`config.mk`:
```
export PLATFORM = sky130hd
export DESIGN_NAME = decodificador_gray_param
export DESIGN_NICKNAME = d
export VERILOG_FILES = /design/src/rtl/decodificador_gray_param.sv
export SDC_FILE = /design/constraint.sdc
export NUM_CORES = 1
export LEC_CHECK = 0
export BUFFER_PORTS_ARGS = -buffer_cell sky130_fd_sc_hd__buf_2
export CORE_AREA = 10 10 90 76
export DETAILED_ROUTE_END_ITERATION = 8
export DIE_AREA = 0 0 100 86
export PLACE_DENSITY = 0.76
export SLEW_MARGIN = 20
export SYNTH_ARGS = -nofsm -noshare
export SYNTH_HDL_FRONTEND = slang
export SYNTH_SLANG_ARGS = --single-unit
```
`constraint.sdc`:
```
create_clock -name clk -period 4.76 [get_ports clk]
set_input_delay 0 -clock clk [delete_from_list [all_inputs] [get_ports clk]]
set_output_delay 0 -clock clk [all_outputs]
set_load 0.005 [all_outputs]
```
`src/rtl/decodificador_gray_param.sv`:
```
// Gray-code input decoder for the board top level.
// Synchronises and debounces a WIDTH-bit Gray input, converts it to binary for the LEDs,
// reports step direction and illegal steps, and scans the value as hex on an
// 8-digit multiplexed 7-segment display.
module decodificador_gray_param #(
   parameter int WIDTH         = 4,
   parameter int STABLE_CYCLES = 4,
   parameter int REFRESH_DIV   = 100000
) (
   input  logic             clk,
   input  logic             reset,
   input  logic [WIDTH-1:0] a,
   output logic [WIDTH-1:0] led,
   output logic             led_reset,
   output logic             valid,
   output logic             dir,
   output logic             step_err,
   output logic [7:0]       anodo,
   output logic [6:0]       catodos
);

   localparam int NDIG  = (WIDTH + 3) / 4;
   localparam int PAD_W = NDIG * 4;
   localparam int CNT_W = $clog2(STABLE_CYCLES + 1);
   localparam int REF_W = $clog2(REFRESH_DIV);

   // Input path state
   logic [WIDTH-1:0] sync1_reg, sync2_reg;
   logic [WIDTH-1:0] cand_reg, acc_reg;
   logic [CNT_W-1:0] qual_cnt_reg;
   logic [WIDTH-1:0] led_reg;
   logic             valid_reg, dir_reg, step_err_reg, led_reset_reg;

   // Display scan state
   logic [REF_W-1:0] refresh_cnt_reg, refresh_cnt_next;
   logic [2:0]       idx_reg, idx_next;
   logic             lit_reg, lit_next;
   logic [7:0]       anodo_reg, anodo_next;
   logic [6:0]       catodos_reg, catodos_next;

   logic [WIDTH-1:0] cand_bin;
   logic [WIDTH-1:0] led_inc;
   logic             accept;
   logic             wrap;
   logic [PAD_W-1:0] led_pad;
   logic [3:0]       nib [8];

   // Gray to binary: each binary bit is the XOR of all Gray bits at or above it
   generate
      for (genvar gi = 0; gi < WIDTH; gi++) begin : g_g2b
         assign cand_bin[gi] = ^cand_reg[WIDTH-1:gi];
      end
   endgenerate

   assign led_inc = led_reg + WIDTH'(1);
   assign accept  = (qual_cnt_reg == CNT_W'(STABLE_CYCLES)) && (cand_reg != acc_reg);

   // Synchroniser, debounce qualifier and acceptance/decode stage
   always_ff @(posedge clk) begin
      if (!reset) begin
         sync1_reg     <= '0;
         sync2_reg     <= '0;
         cand_reg      <= '0;
         acc_reg       <= '0;
         qual_cnt_reg  <= '0;
         led_reg       <= '0;
         valid_reg     <= 1'b0;
         dir_reg       <= 1'b0;
         step_err_reg  <= 1'b0;
         led_reset_reg <= 1'b1;
      end else begin
         led_reset_reg <= 1'b0;
         sync1_reg     <= a;
         sync2_reg     <= sync1_reg;
         // Any change of the synchronised value restarts qualification
         if (sync2_reg != cand_reg) begin
            cand_reg     <= sync2_reg;
            qual_cnt_reg <= '0;
         end else if (qual_cnt_reg != CNT_W'(STABLE_CYCLES)) begin
            qual_cnt_reg <= qual_cnt_reg + CNT_W'(1);
         end
         valid_reg <= accept;
         if (accept) begin
            acc_reg <= cand_reg;
            led_reg <= cand_bin;
            dir_reg <= (cand_bin == led_inc);
            // Codes always differ here, so not one-hot means more than one bit moved
            if (!$onehot(cand_reg ^ acc_reg))
               step_err_reg <= 1'b1;
         end
      end
   end

   // Nibble per display digit; digits beyond NDIG read as zero
   assign led_pad = PAD_W'(led_reg);
   generate
      for (genvar gi = 0; gi < 8; gi++) begin : g_nib
         if (gi < NDIG) begin : g_used
            assign nib[gi] = led_pad[4*gi +: 4];
         end else begin : g_unused
            assign nib[gi] = 4'h0;
         end
      end
   endgenerate

   function automatic logic [6:0] seg7(input logic [3:0] v);
      logic [6:0] s;
      case (v)
         4'h0: s = 7'b1000000;
         4'h1: s = 7'b1111001;
         4'h2: s = 7'b0100100;
         4'h3: s = 7'b0110000;
         4'h4: s = 7'b0011001;
         4'h5: s = 7'b0010010;
         4'h6: s = 7'b0000010;
         4'h7: s = 7'b1111000;
         4'h8: s = 7'b0000000;
         4'h9: s = 7'b0010000;
         4'hA: s = 7'b0001000;
         4'hB: s = 7'b0000011;
         4'hC: s = 7'b1000110;
         4'hD: s = 7'b0100001;
         4'hE: s = 7'b0000110;
         default: s = 7'b0001110;
      endcase
      return s;
   endfunction

   assign wrap = (refresh_cnt_reg == REF_W'(REFRESH_DIV - 1));

   // Scan next-state: display stays dark until the first refresh period has elapsed
   always_comb begin
      refresh_cnt_next = wrap ? '0 : refresh_cnt_reg + REF_W'(1);
      lit_next         = lit_reg | wrap;
      idx_next         = idx_reg;
      if (wrap && lit_reg)
         idx_next = (idx_reg == 3'(NDIG - 1)) ? 3'd0 : idx_reg + 3'd1;
      anodo_next   = 8'hFF;
      catodos_next = 7'h7F;
      if (lit_next) begin
         anodo_next   = ~(8'd1 << idx_next);
         catodos_next = seg7(nib[idx_next]);
      end
   end

   // Scan registers
   always_ff @(posedge clk) begin
      if (!reset) begin
         refresh_cnt_reg <= '0;
         idx_reg         <= '0;
         lit_reg         <= 1'b0;
         anodo_reg       <= 8'hFF;
         catodos_reg     <= 7'h7F;
      end else begin
         refresh_cnt_reg <= refresh_cnt_next;
         idx_reg         <= idx_next;
         lit_reg         <= lit_next;
         anodo_reg       <= anodo_next;
         catodos_reg     <= catodos_next;
      end
   end

   assign led       = led_reg;
   assign led_reset = led_reset_reg;
   assign valid     = valid_reg;
   assign dir       = dir_reg;
   assign step_err  = step_err_reg;
   assign anodo     = anodo_reg;
   assign catodos   = catodos_reg;

endmodule

```
### Yosys cells after proc, flatten, opt, wreduce, memory -nomap -nowiden

Memory sizes are Yosys's and may differ from the RTL's. A register that Yosys moved wholly into a read port is not among the register bits.
Index checks and enable logic that the tools add are counted.

| word-level totals | value |
|---|---|
| bits in registers | 56 |
| ROM bits | 112 |
| bits of input ports | 6 |
| output and inout bits | 23 |
| logic and storage cells | 54 |
| memories kept | 1 |

| cells by class | value |
|---|---|
| $add $sub $neg | 7 |
| order comparisons | 1 |
| equality and inequality tests | 7 |
| shift operators | 1 |
| mux-type cells | 6 |
| bitwise gates (word level) | 6 |
| reduce and logical (&&, ||, !) cells | 11 |

Memories:

| memory | depth | bits a word | read ports | clocked after memory_dff | write ports | line | source |
|---|---|---|---|---|---|---|---|
| (name not given) | 16 | 7 | 1 | 1 | 0 | 108 | `case (v)` |

Operator list:

| cell | number |
|---|---|
| $add 17x1->17 const B | 1 |
| $eq 17x17->1 const B | 1 |
| $bmux 4 s3 | 1 |
| $mux 4 | 2 |
| $ne 4x4->1 | 2 |
| $not 8->8 | 1 |
| $shl 1x3->8 const A | 1 |
| $add 3x1->3 const B | 2 |
| $mux 3 | 2 |
| $add 1x1->2 | 2 |
| $add 4x1->4 const B | 1 |
| $eq 4x4->1 | 1 |
| $ge 4x4->1 const B | 1 |
| $not 3->4 | 1 |
| $reduce_and 2->1 | 2 |
| $reduce_or 2->1 | 2 |
| $reduce_xor 4->1 | 1 |
| $xor 4x4->4 | 1 |
| $add 2x2->3 | 1 |
| $eq 3x1->1 const B | 1 |
| $eq 3x3->1 const B | 1 |
| $logic_not 3->1 | 1 |
| $ne 3x3->1 const B | 1 |
| $reduce_xor 3->1 | 1 |
| other kinds (6) | 8 |

### Depth between registers and ports, before layout

| logic depth | value |
|---|---|
| depth after elaboration | 7 |
| gate-level depth with buffers | 13 |
| gate-level depth less buffers | 13 |

### Worst setup path after synthesis

No wires, ideal clock.

| path | value |
|---|---|
| kind | reg-to-reg |
| start point | register refresh_cnt_reg[11] |
| end point | register catodos_reg[5] (netlist: catodos[5]) |
| setup time | 82 ps |
| arrival time | 2795 ps |
| slack | 1883 ps |
| cell stages (with the launch flop) | 10 |
| path buffers | 0 |
| clock period less this slack | 2877 ps |
| cell sequence | dfxtp_1 -> or4b_4 -> nor4_4 -> o2111ai_2 -> a21oi_2 -> and2_1 -> ha_1 -> mux2i_1 -> or3b_2 -> o2111ai_1 |

| between the ends | value |
|---|---|
| cells in the longest elaborated chain, start to end | 7 |
| elaborated cells between the ends (all ways) | 10 |
| those cells by class | eq/ne (1); mux (4); bitwise (2); reduce/logical (3) |

Ends and longest elaborated chain:

| element | line | source |
|---|---|---|
| start: declaration | 35 | `logic [REF_W-1:0] refresh_cnt_reg, refresh_cnt_next;` |
| start signal: assignment | 155 | `refresh_cnt_reg <= refresh_cnt_next;` |
| $eq 17x17->1 * | 129 | `assign wrap = (refresh_cnt_reg == REF_W'(REFRESH_DIV - 1));` |
| $logic_and 1x1->1 | 136 | `if (wrap && lit_reg)` |
| $mux 3 | 136 |  |
| $not 3->4 (not written as such) | 142 | `catodos_next = seg7(nib[idx_next]);` |
| $bmux 4 s3 | 142 |  |
| $mux 4 (not written as such) (2 in a row) | 142 |  |
| end: declaration | 39 | `logic [6:0] catodos_reg, catodos_next;` |

Mark *: on every way between the ends. The rest lies on a longest branch, timed or not. The select of a mux whose other input is x is not followed.
A chain may end at the register's enable or synchronous reset.

### Worst setup path in the final report

Same ends and word-level chain as after synthesis.

==> flow_metrics.tcl <==
set metrics [dict create \
    status "completed" \
    cts-buffers-inserted 9 \
    dieHeight_um 86 \
    synth-seq-cells 62 \
    regArea_mm2 0.00124 \
    totalNegativeSetupSlack_ns 0 \
    largest_register_ff_count 17 \
    main_synth_ff_type "dfxtp_1" \
    yosys.area.top_type_share 0.422 \
    post-cts-setup-buffer-count 0 \
    dr.first_iter.drc_count 138 \
    finalSetupViolations 0 \
    area_delta_synth_final_pct 14.9 \
    slew_headroom 0.376 \
    worstSetupStartpointType "flop" \
    fmax_mhz 313 \
    clk_path_buf_depth 2 \
    grt_max_degree 19 \
    cp_max_fo 17 \
    maxCapViolCount 0 \
    cts.repair.resized 0 \
    post_route_cells_drive_above_1_share 0.144 \
    multi_input_comb_area_mm2 0.00157 \
    ir_worst_vdd_v 0.000314 \
    ctsHoldBuffers 4 \
    numClockSinks 62 \
    yosysMostFrequentCell "dfxtp_1" \
    port_buffers 28 \
    final_net_count 377 \
    worst_hold_path_type "in -> reg" \
    floorplan.initialDensity 0.590 \
    fp.dieW_um 100 \
    route.antenna.remaining_nets 0 \
    instance_count_of_the_mapped_netlist 327 \
    async_flop_share 0 \
    fin_crit_ns 3.19 \
    post_synth_num_cell_types 46 \
    leakage_nw 1.36 \
    die_area_mm2 0.00860 \
    netlist_area_mm2 0.00294 \
    cts_tree "done" \
    worst_skew_pair_latency_ns 0.35 \
    critical_path.max_stage_delay_ns 0.56 \
    clock_tree.root_cell "clkbuf_8" \
    synth.top_cells.by_area "dfxtp_1 (42%), ha_1 (6.4%), nor2_1 (4.5%), xnor2_1 (4.5%), xor2_1 (3.9%)" \
    clock_skew_ns 0.00653 \
    crit_arrival_ns 3.46 \
    worst_hold_slack_ns 0.0397 \
    r2r.worst_path.cells 10 \
    critical_path.endpoint_type "flop" \
    first_global_vias 2170 \
    detailedRoute.firstPassIterationCount 4 \
    coreArea_mm2 0.00498 \
    path_class "reg -> reg" \
    min_delay_path_depth 2 \
    antenna_found_initial 0 \
    nFillCells 402 \
    finalMaxSlewViolations 0 \
    cts_max_level 3 \
    synth_edf_count 0 \
    rows 23 \
    vias 2291 \
    cellPowerDensity_mw_per_mm2 331 \
    cp_cell_sequence "or4b_4, nor4_4, buf_4, a41oi_1, a21oi_2, and2_1, ha_1, mux2i_1, or3b_2, o2111ai_1" \
    n_antenna_cell 0 \
    synthesis.yosys.warnings 0 \
    grt_remaining_overflow 0 \
    period_share 0.670 \
    place_congestion 0.815 \
    final_hold_viol_count 0 \
    drt_wl_total_mm 5.66 \
    unrepaired_setup_endpoints_after_global_routing "false" \
    synth.top_cells.by_count "dfxtp_1 (62), nor2_1 (35), nand2_1 (24)" \
    crit_path_top_delay_cell "or4b_4" \
    global_route_wire_length_before_repair_mm 9.78 \
    cp.required_ns 5.03 \
    global_route.usage.total 0.138 \
    synth_nets 349 \
    pin_count 29 \
    drt-vias-per-instance 5.43 \
    place_hpwl_mm 3.93 \
    clk_transition_reported_paths_ns 0.07 \
    post-route-drc-count 0 \
    seq_total_area_yosys 0.422 \
    post_drt_wl_per_cell_um 13.4 \
    syn_avg_cell_area_um2 8.98 \
    worst_pin_slew_ns 0.932 \
    synth_area_leader_cell "dfxtp_1" \
]
kinds of logic after synthesis:
| logic type | synth area share |
|---|---|
| AO/OA/AOI/OAI | 0.106 |
| XOR/XNOR | 0.0835 |
| adder cells (fa/ha/maj) | 0.0707 |
| buffers and inverters | 0.0434 |
| flip-flops | 0.422 |
| multiplexers | 0.0417 |
| AND/OR/NAND/NOR | 0.232 |
power breakdown:
group	switching, mW	internal, mW
Clock	0.203	0.344
Sequential	0.00681	0.527
Combinational	0.0189	0.0163
metrics by stage:
stage	cells	cell area (um2)	setup slack (ns)	total power [mW]	util
CTS	422	3380	1.57	1.13	0.678
floorplan	327	2940	1.88	0.569	-
global route	422	3380	1.25	1.16	0.678
detailed placement	402	3100	1.59	0.579	0.623
global placement	402	3100	1.68	0.577	0.623
finish	422	3380	1.57	1.12	0.678
worst paths after layout:
path,slack [ns],to,from
max reg2reg,1.57,catodos[5],refresh_cnt_reg[11]
min reg2reg,0.43,sync2_reg[3],sync1_reg[3]
min,0.04,sync1_reg[2],reset
max,1.57,catodos[5],refresh_cnt_reg[11]
layer usage:
layer | up-vias | share of wire | GRT usage
li1 | 1170 | - | -
met5 | - | 0 | 0
met3 | 9 | 0.072 | 0.0690
met1 | 1059 | 0.44 | 0.163
met2 | 53 | 0.47 | 0.209
met4 | 0 | 0.010 | 0.0538
final cells by class:
class / instances / share of cell area
multi-input cells: 232 / 0.465
flip-flops and latches: 62 / 0.368
repair buffers: 33 / 0.0556
clock buffers: 9 / 0.0367
clock inverters: 7 / 0.0334
well taps: 62 / 0.0230
inverters: 17 / 0.0189
worst max-delay path, delay by kind of cell (launching register included):
family          cells  cell delay, ns
compound gates      3            0.71
simple gates        4            1.48
fa+ha+maj           1            0.23
mux                 1            0.11
flops               1            0.35
buf+inv             1            0.24
layout by cell type (no fill, tap or decap), types with 2 or more instances in the layout:
cell type	synthesis	routed
nand4b_1	2	2
and2_1	17	17
inv_1	17	17
a21oi_1	17	17
nor2_1	35	35
nand2b_1	7	7
o22ai_1	3	3
xor2_1	13	13
mux2i_1	10	10
clkinv_2	0	3
bufinv_16	0	3
mux2_2	2	2
ha_1	15	15
nor3_1	5	5
a211o_1	4	4
o21ai_0	6	6
nand3_1	16	16
a21o_1	3	3
clkbuf_8	0	9
and3_1	4	4
nor2b_1	2	2
nand2_1	24	24
dlygate4sd3_1	0	4
xnor2_1	15	15
nand4_1	6	6
a221o_1	2	2
or3_1	3	3
a211oi_1	3	3
dfxtp_1	62	62
buf_2	0	28
No activity file was read; power rests on OpenSTA's default activity.
